**config.mk**
```make
export PLATFORM = sky130hd
export DESIGN_NAME = fifo_wr_arbiter_flat
export DESIGN_NICKNAME = d
export VERILOG_FILES = /design/src/rtl/fifo_wr_arbiter_if.sv /design/src/rtl/fifo_wr_arbiter.sv /design/src/flat_wrapper.sv
export SDC_FILE = /design/constraint.sdc
export NUM_CORES = 1
export LEC_CHECK = 0
export CAP_MARGIN = 20
export CORE_MARGIN = 3
export CORE_UTILIZATION = 37
export CTS_BUF_LIST = sky130_fd_sc_hd__clkbuf_2
export CTS_CLUSTER_SIZE = 8
export DETAILED_ROUTE_END_ITERATION = 16
export PLACE_DENSITY = 0.72
export SLEW_MARGIN = 20
export SYNTH_ARGS = -nofsm -noshare
export SYNTH_HDL_FRONTEND = slang
export SYNTH_SLANG_ARGS = --single-unit
```
**constraint.sdc**
```tcl
create_clock -name clk -period 9.1 [get_ports clk]
set_input_delay 2.73 -clock clk [delete_from_list [all_inputs] [get_ports clk]]
set_output_delay 2.73 -clock clk [all_outputs]
set_load 0.05 [all_outputs]
```
**src/rtl/fifo_wr_arbiter_if.sv**
```systemverilog
// Requester-side handshake bundle for fifo_wr_arbiter.
// Requesters drive valid/last/data through the master modport; the arbiter
// answers with one combinational ready bit per requester through the slave modport.
interface fifo_wr_arbiter_if #(
    parameter int NUM_REQ    = 4,
    parameter int DATA_WIDTH = 8
);
    logic [NUM_REQ-1:0]            req_valid;
    logic [NUM_REQ-1:0]            req_last;
    logic [NUM_REQ*DATA_WIDTH-1:0] req_data;
    logic [NUM_REQ-1:0]            req_ready;

    modport master (
        output req_valid,
        output req_last,
        output req_data,
        input  req_ready
    );

    modport slave (
        input  req_valid,
        input  req_last,
        input  req_data,
        output req_ready
    );
endinterface

```
**src/rtl/fifo_wr_arbiter.sv**
```systemverilog
// Round-robin write-side arbiter sharing one fifo_sync among NUM_REQ requesters.
// Multi-beat packets stay contiguous, and a local credit counter mirrors free
// FIFO space so a write is never issued to a full FIFO.
//
// state | meaning
// IDLE  | no packet open; round-robin search from rr_ptr+1 picks the winner
// LOCK  | packet open for grant_id; only that requester may be accepted
module fifo_wr_arbiter #(
    parameter int NUM_REQ    = 4,
    parameter int DATA_WIDTH = 8,
    parameter int ADDR_WIDTH = 5,
    localparam int GW        = (NUM_REQ > 1) ? $clog2(NUM_REQ) : 1
) (
    input  logic                  clk,
    input  logic                  rst_n,
    fifo_wr_arbiter_if.slave      req_if,
    output logic                  fifo_wr_en,
    output logic [DATA_WIDTH-1:0] fifo_din,
    input  logic                  fifo_pop,
    output logic [ADDR_WIDTH:0]   credits,
    output logic [GW-1:0]         grant_id,
    output logic                  locked,
    output logic                  credit_err
);
    localparam logic [ADDR_WIDTH:0] CRED_MAX = (ADDR_WIDTH+1)'(1 << ADDR_WIDTH);

    typedef enum logic {
        IDLE = 1'b0,
        LOCK = 1'b1
    } state_t;

    state_t                state_q, state_d;
    logic [GW-1:0]         rr_ptr_q, rr_ptr_d;
    logic [GW-1:0]         grant_q, grant_d;
    logic [ADDR_WIDTH:0]   credits_q, credits_d;
    logic                  credit_err_q;

    logic [GW-1:0]         winner;
    logic                  win_found;
    logic [GW-1:0]         sel;
    logic                  sel_ok;
    logic                  xfer;
    logic                  sel_last;
    logic                  pop_overflow;
    logic [DATA_WIDTH-1:0] sel_data;
    logic [DATA_WIDTH-1:0] data_arr [NUM_REQ];

    for (genvar i = 0; i < NUM_REQ; i++) begin : g_split
        assign data_arr[i] = req_if.req_data[i*DATA_WIDTH +: DATA_WIDTH];
    end

    // Round-robin search: first valid requester after rr_ptr, wrapping.
    always_comb begin
        int            idx_i;
        logic [GW-1:0] idx_g;
        win_found = 1'b0;
        winner    = '0;
        idx_i     = 0;
        idx_g     = '0;
        for (int k = 1; k <= NUM_REQ; k++) begin
            idx_i = (int'(rr_ptr_q) + k) % NUM_REQ;
            idx_g = GW'(idx_i);
            if (!win_found && req_if.req_valid[idx_g]) begin
                win_found = 1'b1;
                winner    = idx_g;
            end
        end
    end

    // Ready generation, packet FSM and credit arithmetic.
    always_comb begin
        state_d          = state_q;
        rr_ptr_d         = rr_ptr_q;
        grant_d          = grant_q;
        credits_d        = credits_q;
        req_if.req_ready = '0;

        sel    = (state_q == LOCK) ? grant_q : winner;
        sel_ok = (state_q == LOCK) || win_found;
        // Ready only looks at registered credits, never at fifo_pop.
        if (sel_ok && (credits_q != '0))
            req_if.req_ready[sel] = 1'b1;

        xfer     = req_if.req_valid[sel] && req_if.req_ready[sel];
        sel_last = req_if.req_last[sel];
        sel_data = data_arr[sel];

        case (state_q)
            IDLE: begin
                if (xfer) begin
                    grant_d = sel;
                    if (sel_last)
                        rr_ptr_d = sel;
                    else
                        state_d = LOCK;
                end
            end
            LOCK: begin
                if (xfer && sel_last) begin
                    state_d  = IDLE;
                    rr_ptr_d = grant_q;
                end
            end
            default: state_d = IDLE;
        endcase

        // A pop with the counter already at full capacity is bogus: drop it.
        pop_overflow = fifo_pop && (credits_q == CRED_MAX);
        if (pop_overflow)
            credits_d = credits_q - (ADDR_WIDTH+1)'(xfer);
        else
            credits_d = credits_q - (ADDR_WIDTH+1)'(xfer) + (ADDR_WIDTH+1)'(fifo_pop);
    end

    // Control registers; rr_ptr starts at the top so requester 0 wins first.
    always_ff @(posedge clk or negedge rst_n) begin
        if (!rst_n) begin
            state_q      <= IDLE;
            rr_ptr_q     <= GW'(NUM_REQ - 1);
            grant_q      <= '0;
            credits_q    <= CRED_MAX;
            credit_err_q <= 1'b0;
        end else begin
            state_q      <= state_d;
            rr_ptr_q     <= rr_ptr_d;
            grant_q      <= grant_d;
            credits_q    <= credits_d;
            credit_err_q <= credit_err_q | pop_overflow;
        end
    end

    // Registered write strobe and data straight to the FIFO; data holds when idle.
    always_ff @(posedge clk or negedge rst_n) begin
        if (!rst_n) begin
            fifo_wr_en <= 1'b0;
            fifo_din   <= '0;
        end else begin
            fifo_wr_en <= xfer;
            if (xfer)
                fifo_din <= sel_data;
        end
    end

    assign credits    = credits_q;
    assign grant_id   = grant_q;
    assign locked     = (state_q == LOCK);
    assign credit_err = credit_err_q;

endmodule

```
**src/flat_wrapper.sv**
```systemverilog
// flat-port wrapper written by rule: the top's interface ports become plain ports
module fifo_wr_arbiter_flat 
#(
    parameter int NUM_REQ    = 4,
    parameter int DATA_WIDTH = 8,
    parameter int ADDR_WIDTH = 5,
    localparam int GW        = (NUM_REQ > 1) ? $clog2(NUM_REQ) : 1
)
  (clk, rst_n, fifo_wr_en, fifo_din, fifo_pop, credits, grant_id, locked, credit_err, req_if_req_valid, req_if_req_last, req_if_req_data, req_if_req_ready);
  fifo_wr_arbiter_if #(.NUM_REQ(NUM_REQ), .DATA_WIDTH(DATA_WIDTH)) req_if_i ();
  input  logic clk;
  input  logic rst_n;
  output logic fifo_wr_en;
  output logic [DATA_WIDTH-1:0] fifo_din;
  input  logic fifo_pop;
  output logic [ADDR_WIDTH:0] credits;
  output logic [GW-1:0] grant_id;
  output logic locked;
  output logic credit_err;
  input wire logic [$bits(req_if_i.req_valid)-1:0] req_if_req_valid;
  input wire logic [$bits(req_if_i.req_last)-1:0] req_if_req_last;
  input wire logic [$bits(req_if_i.req_data)-1:0] req_if_req_data;
  output wire logic [$bits(req_if_i.req_ready)-1:0] req_if_req_ready;
  assign req_if_i.req_valid = req_if_req_valid;
  assign req_if_i.req_last = req_if_req_last;
  assign req_if_i.req_data = req_if_req_data;
  assign req_if_req_ready = req_if_i.req_ready;
  fifo_wr_arbiter #(.NUM_REQ(NUM_REQ), .DATA_WIDTH(DATA_WIDTH), .ADDR_WIDTH(ADDR_WIDTH)) u_core (.clk(clk), .rst_n(rst_n), .req_if(req_if_i), .fifo_wr_en(fifo_wr_en), .fifo_din(fifo_din), .fifo_pop(fifo_pop), .credits(credits), .grant_id(grant_id), .locked(locked), .credit_err(credit_err));
endmodule
```
**Word-level counts from Yosys, hierarchy flattened**

Index checks and enable logic that the tools add are counted.

- Logic and storage cells: 80
- Register bits after elaboration: 21
- Input port bits: 43
- Output and inout bits: 23

- Muxes and demuxes: 38
- Reduce and logical (&&, ||, !) cells: 15
- Order comparisons: 7
- Bitwise logic cells: 3
- Add/subtract/negate cells: 6
- Equal/unequal tests: 4

Operators by type and width:

| operator | number |
|---|---|
| binary-select mux 8 bit (select 2 bit) | 1 |
| two-way mux 2 bit | 8 |
| two-way mux 8 bit | 2 |
| < comparator 2 x 3 -> 1 bit (second input constant) | 5 |
| two-way mux 1 bit | 15 |
| binary-select mux 1 bit (select 2 bit) | 7 |
| logical AND 1 bit | 8 |
| adder 6 x 1 -> 6 bit | 1 |
| equality test 6 bit (second input constant) | 1 |
| two-way mux 6 bit | 1 |
| nonzero test 6 bit | 1 |
| subtractor 6 x 1 -> 6 bit | 1 |
| adder 2 x 1 -> 2 bit (second input constant) | 2 |
| adder 2 bit (second input constant) | 2 |
| two-way mux 4 bit | 1 |
| inequality test 2 x 1 -> 1 bit (second input constant) | 2 |
| case mux 2 bit (2 select lines) | 1 |
| greater-or-equal comparator 3 bit (second input constant) | 1 |
| zero test 1 bit | 3 |
| NOT 2 -> 3 bit | 1 |
| AND reduction 3 bit | 1 |
| demux 1 bit (select 2 bit) | 1 |
| greater-or-equal comparator 2 x 1 -> 1 bit (second input constant) | 1 |
| inequality test 2 bit (second input constant) | 1 |
| 5 further kinds | 5 |

**Longest topological paths before layout**

- Depth after elaboration: 25
- Depth in mapped cells: 14
- Depth with buffers taken out: 13

**Least setup slack after synthesis**

Ideal clock, no wire load.

- Path type: input to output
- Start: input req_if_req_valid[1]
- End: output req_if_req_ready[2]
- Data arrival time: 4.698 ns
- Stages on the path: 6
- Slack: 1.672 ns
- Path buffers: 2
- Cell sequence: buf_2 > o21bai_1 > a21oi_1 > o41ai_4 > clkbuf_1 > nor2b_1

- Longest elaborated chain between the ends: 18

RTL lines:

| what | line | text |
|---|---|---|
| from (decl) | flat_wrapper.sv:20 | `input wire logic [$bits(req_if_i.req_valid)-1:0] req_if_req_valid;` |
| binary-select mux 1 bit (select 2 bit) | fifo_wr_arbiter.sv:63 | `if (!win_found && req_if.req_valid[idx_g]) begin` |
| two-way mux 1 bit (implied by the code) | fifo_wr_arbiter.sv:63 |  |
| two-way mux 1 bit | fifo_wr_arbiter.sv:63 |  |
| zero test 1 bit | fifo_wr_arbiter.sv:63 |  |
| logical AND 1 bit | fifo_wr_arbiter.sv:63 |  |
| two-way mux 1 bit | fifo_wr_arbiter.sv:63 |  |
| zero test 1 bit | fifo_wr_arbiter.sv:63 |  |
| logical AND 1 bit | fifo_wr_arbiter.sv:63 |  |
| (+2 left out) | - |  |
| logical AND 1 bit | fifo_wr_arbiter.sv:63 |  |
| two-way mux 2 bit | fifo_wr_arbiter.sv:63 |  |
| two-way mux 2 bit | fifo_wr_arbiter.sv:78 | `sel = (state_q == LOCK) ? grant_q : winner;` |
| < comparator 2 x 3 -> 1 bit (implied by the code) / greater-or-equal comparator 2 x 1 -> 1 bit (equally long branches) | fifo_wr_arbiter.sv:82 | `req_if.req_ready[sel] = 1'b1;` |
| logical AND 1 bit (implied by the code) | fifo_wr_arbiter.sv:82 |  |
| two-way mux 1 bit (implied by the code) | fifo_wr_arbiter.sv:82 |  |
| demux 1 bit (select 2 bit) | - |  |
| two-way mux 4 bit (*) | fifo_wr_arbiter.sv:81 | `if (sel_ok && (credits_q != '0))` |
| to (decl) | flat_wrapper.sv:23 | `output wire logic [$bits(req_if_i.req_ready)-1:0] req_if_req_ready;` |

Mark *: on every way between the ends. The rest lies on a longest branch, timed or not. The select of a mux whose other input is x is not followed.

**Final worst setup path**

- Start: input req_if_req_valid[1]
- End: output req_if_req_ready[0]

The elaborated chain is that of the path after synthesis.

==> impl_metrics.prom <==
# TYPE chip_impl_metric gauge
chip_impl_metric{name="syn2layout_area_growth",unit="%"} 48.2
chip_impl_metric{name="mappedNetlistNets",unit=""} 191
chip_impl_info{name="ys_top_cells_by_area",value="sky130_fd_sc_hd__dfrtp_1 30%, sky130_fd_sc_hd__mux2i_1 18%, sky130_fd_sc_hd__mux2_2 11%, sky130_fd_sc_hd__dfstp_2 5.3%, sky130_fd_sc_hd__ha_1 3.4%"} 1
chip_impl_metric{name="fp.dieArea",unit="um^2"} 4830
chip_impl_metric{name="floorplan.core_area",unit="um^2"} 3770
chip_impl_metric{name="final_hold_viol_count",unit=""} 0
chip_impl_metric{name="drt-pass1-iter-count",unit=""} 4
chip_impl_metric{name="sequential_element_share_of_the_synthesized_area",unit="%"} 35.5
chip_impl_metric{name="floorplan.initialDensity",unit="%"} 39.6
chip_impl_info{name="post_synth_top_area_cell",value="sky130_fd_sc_hd__dfrtp_1"} 1
chip_impl_metric{name="std_cell_rows",unit=""} 22
chip_impl_info{name="ctsRootBufferMaster",value="sky130_fd_sc_hd__clkbuf_2"} 1
chip_impl_metric{name="grt_pass1_vias",unit=""} 1345
chip_impl_metric{name="power.ir.vdd_worst",unit="mV"} 0.196
chip_impl_metric{name="ys_ff_latch",unit=""} 21
chip_impl_metric{name="maxClockFrequency",unit="MHz"} 122
chip_impl_info{name="timing.critical_path.from",value="req_if_req_valid[1]"} 1
chip_impl_metric{name="synthesized_area",unit="um^2"} 1490
chip_impl_info{name="yosys.cell_count.top_type",value="sky130_fd_sc_hd__mux2i_1"} 1
chip_impl_metric{name="globalRoute.totalOverflow",unit=""} 0
chip_impl_metric{name="clock_insertion_delay_worst_skew",unit="ps"} 310
chip_impl_metric{name="switchingPower",unit="mW"} 0.491
chip_impl_info{name="critical_path_class",value="in -> out"} 1
chip_impl_metric{name="share_of_async_settable_or_async_resettable_flops_after_synthesis",unit="%"} 100
chip_impl_metric{name="whs",unit="ps"} 501
chip_impl_metric{name="synth_top_area_share",unit="%"} 30.2
chip_impl_metric{name="post_synth_num_cell_types",unit=""} 37
chip_impl_metric{name="p_int",unit="mW"} 0.470
chip_impl_metric{name="grt_first_pass_wirelength",unit="um"} 6560
chip_impl_metric{name="via_per_instance_ratio",unit=""} 5.18
chip_impl_metric{name="die_h",unit="um"} 69.5
chip_impl_metric{name="min_period_over_period",unit="%"} 90.4
chip_impl_metric{name="dp_cells",unit=""} 253
chip_impl_metric{name="wl",unit="um"} 4030
chip_impl_info{name="outcome",value="complete, no violations"} 1
chip_impl_metric{name="htreeDepth",unit=""} 1
chip_impl_metric{name="route.antenna.remaining_nets",unit=""} 0
chip_impl_metric{name="drc",unit=""} 0
chip_impl_metric{name="comb_power_share",unit="%"} 75.2
chip_impl_metric{name="slew_headroom",unit="%"} 37.1
chip_impl_metric{name="hpwl",unit="um"} 3250
chip_impl_metric{name="tightestPinTransition",unit="ps"} 940
chip_impl_metric{name="vias",unit=""} 1331
chip_impl_metric{name="die_width",unit="um"} 69.5
chip_impl_info{name="regToRegStartpoint",value="u_core.rr_ptr_q[1]"} 1
chip_impl_info{name="clock_tree_from_tritoncts",value="built"} 1
chip_impl_metric{name="mean_cell_area_of_the_mapped_netlist",unit="um^2"} 10.4
chip_impl_metric{name="layoutNonFillerInstCount",unit=""} 257
chip_impl_info{name="min-delay-path-class",value="reg -> reg"} 1
chip_impl_info{name="critPathLaunchType",value="input port"} 1
chip_impl_metric{name="numCtsBuffers",unit=""} 3
chip_impl_info{name="grt_setup_unrepaired",value="no"} 1
chip_impl_metric{name="cp_data_required_time",unit="ps"} 6370
chip_impl_metric{name="clkSlewWorstSetupHoldPaths",unit="ps"} 200
chip_impl_metric{name="cts.sinks",unit=""} 21
chip_impl_metric{name="holdBufCountCts",unit=""} 0
chip_impl_info{name="ys.flop_type",value="sky130_fd_sc_hd__dfrtp_1"} 1
chip_impl_metric{name="power.share.clock",unit="%"} 4.1
chip_impl_metric{name="final.min_clock_period",unit="ps"} 8230
chip_impl_metric{name="synth_edf_count",unit=""} 0
chip_impl_info{name="critical_path.endpoint_type",value="output port"} 1
chip_impl_metric{name="finalMaxSlewViolations",unit=""} 0
chip_impl_metric{name="power.sequential.fraction",unit="%"} 20.8
chip_impl_metric{name="grt_max_degree",unit=""} 22
chip_impl_metric{name="number_of_instances_resized_during_post_cts_repair",unit=""} 0
chip_impl_metric{name="fillerInstances",unit=""} 322
chip_impl_metric{name="routedWlPerCell",unit="um"} 15.7
chip_impl_info{name="synth_common_cells",value="27 x sky130_fd_sc_hd__mux2i_1, 18 x sky130_fd_sc_hd__dfrtp_1, 14 x sky130_fd_sc_hd__mux2_2"} 1
chip_impl_metric{name="cts_post_setup_buffers_inserted",unit=""} 0
chip_impl_metric{name="place.gp.congestion",unit=""} 0.771
chip_impl_metric{name="cts_max_path_bufs",unit=""} 2
chip_impl_info{name="min-delay-start",value="u_core.credit_err"} 1
chip_impl_metric{name="finish.net_count",unit=""} 257
chip_impl_metric{name="number_of_standard_cells_after_synthesis",unit=""} 144
chip_impl_metric{name="synthesis.yosys.warnings",unit=""} 0
chip_impl_metric{name="pin_count",unit=""} 66
chip_impl_metric{name="power.leakage",unit="nW"} 0.923
chip_impl_metric{name="final.setup.tns",unit="ps"} 0
chip_impl_metric{name="grt_use_total",unit="%"} 16.9
chip_impl_metric{name="cp_data_arrival_time",unit="ps"} 5500
chip_impl_metric{name="antenna-diode-count",unit=""} 0
chip_impl_metric{name="power.density",unit="nW/um^2"} 434
chip_impl_metric{name="timing.critical_path.fanout_max",unit=""} 13
chip_impl_metric{name="setup_viol",unit=""} 0
chip_impl_metric{name="placement.io_buffers",unit=""} 65
chip_impl_metric{name="max-cap-violations",unit=""} 0
chip_impl_metric{name="finalCoreUtilization",unit="%"} 58.7
chip_impl_metric{name="initial_antenna_violation_count",unit=""} 0
chip_impl_metric{name="power_switching_share",unit="%"} 51.1
chip_impl_metric{name="skew",unit="ps"} 11.7
chip_impl_metric{name="share_of_post_route_cells_with_drive_strength_above_1",unit="%"} 12.9
chip_impl_metric{name="first_iter_violations",unit=""} 39
[per-stage QoR]
stage	setup slack (ps)	power (mW)	cell area [um^2]
after floorplan	1670	0.723	1490
after global placement	1010	0.912	2190
after detailed placement	860	0.931	2190
after CTS	865	0.973	2210
after global routing	741	1.03	2210
final	871	0.961	2210
[layout make-up]
cell class,instances,area [um^2],area share [%]
Inverter,6,22.5,1.02
Tap cell,48,60.1,2.71
Timing Repair Buffer,67,666,30.1
Clock buffer,4,20.0,0.905
Multi-Input combinational cell,111,915,41.3
Sequential cell,21,529,23.9
[critical path, stage by stage]
cell	delay (ps)
sky130_fd_sc_hd__clkdlybuf4s50_1	580
sky130_fd_sc_hd__o21bai_1	220
sky130_fd_sc_hd__a21oi_1	130
sky130_fd_sc_hd__o41ai_4	740
sky130_fd_sc_hd__and3_1	280
sky130_fd_sc_hd__clkdlybuf4s50_1	820
[power by group through the flow]
stage / registers [mW] / logic [mW] / clock network (mW)
4_1_cts: 0.200 / 0.731 / 0.0419
3_3_place_gp: 0.199 / 0.713 / 0
5_1_grt: 0.207 / 0.774 / 0.0490
6_report: 0.199 / 0.722 / 0.0392
3_5_place_dp: 0.201 / 0.730 / 0
2_1_floorplan: 0.338 / 0.385 / 0
[cells in the final DEF, fill, tap and decap left out, drive strengths merged, types with 2 or more instances in the layout]
master,Yosys,routed
o21ai,4,4
clkdlybuf4s50,0,65
nand2b,5,5
dfstp,3,3
nor2b,4,4
a21oi,6,6
mux2,14,14
xnor2,2,2
dfrtp,18,18
o31ai,2,2
nor3b,2,2
mux2i,27,27
ha,4,4
buf,3,2
xor2,3,3
nor2,8,8
inv,6,6
nand2,12,12
a2bb2oi,2,2
clkbuf,3,4
[metal layers]
metal	vias up	part of all wire (%)	track usage [%]
li1	650	-	-
met1	641	40	19.6
met2	38	54	30.7
met3	2	4.7	3.04
met4	0	0.67	6.07
met5	-	0	0
[logic make-up (layout without fill, tap and decap cells)]
| kind of cell | Yosys count | after routing | share of synthesized area, % |
|---|---|---|---|
| compound gates | 23 | 23 | 13.4 |
| xor+xnor | 5 | 5 | 2.93 |
| fa+ha+maj | 4 | 4 | 3.35 |
| buf+inv | 12 | 77 | 3.27 |
| flops | 21 | 21 | 35.5 |
| mux | 41 | 41 | 28.7 |
| simple gates | 38 | 38 | 12.9 |
[registers in the layout, summed over array words and instances, names as in the netlist, named ones only]
register and cells:
u_core.fifo_din 8, u_core.credits 6, u_core.grant_id 2, u_core.rr_ptr_q 2, u_core.credit_err 1, u_core.fifo_wr_en 1
[path summary, 6_finish.rpt]
kind                            slack [ps]  cells after the start             endpoint
worst max register to register        4040                     14    u_core.credits[5]
worst min register to register         500                      1    u_core.credit_err
worst min-delay path                   500                      1    u_core.credit_err
worst max-delay path                   870                      6  req_if_req_ready[0]
max in group asynchronous             5620                      1   u_core.grant_id[0]
min in group asynchronous             2900                      1   u_core.fifo_din[6]
Power figures use the tool's default switching activity.
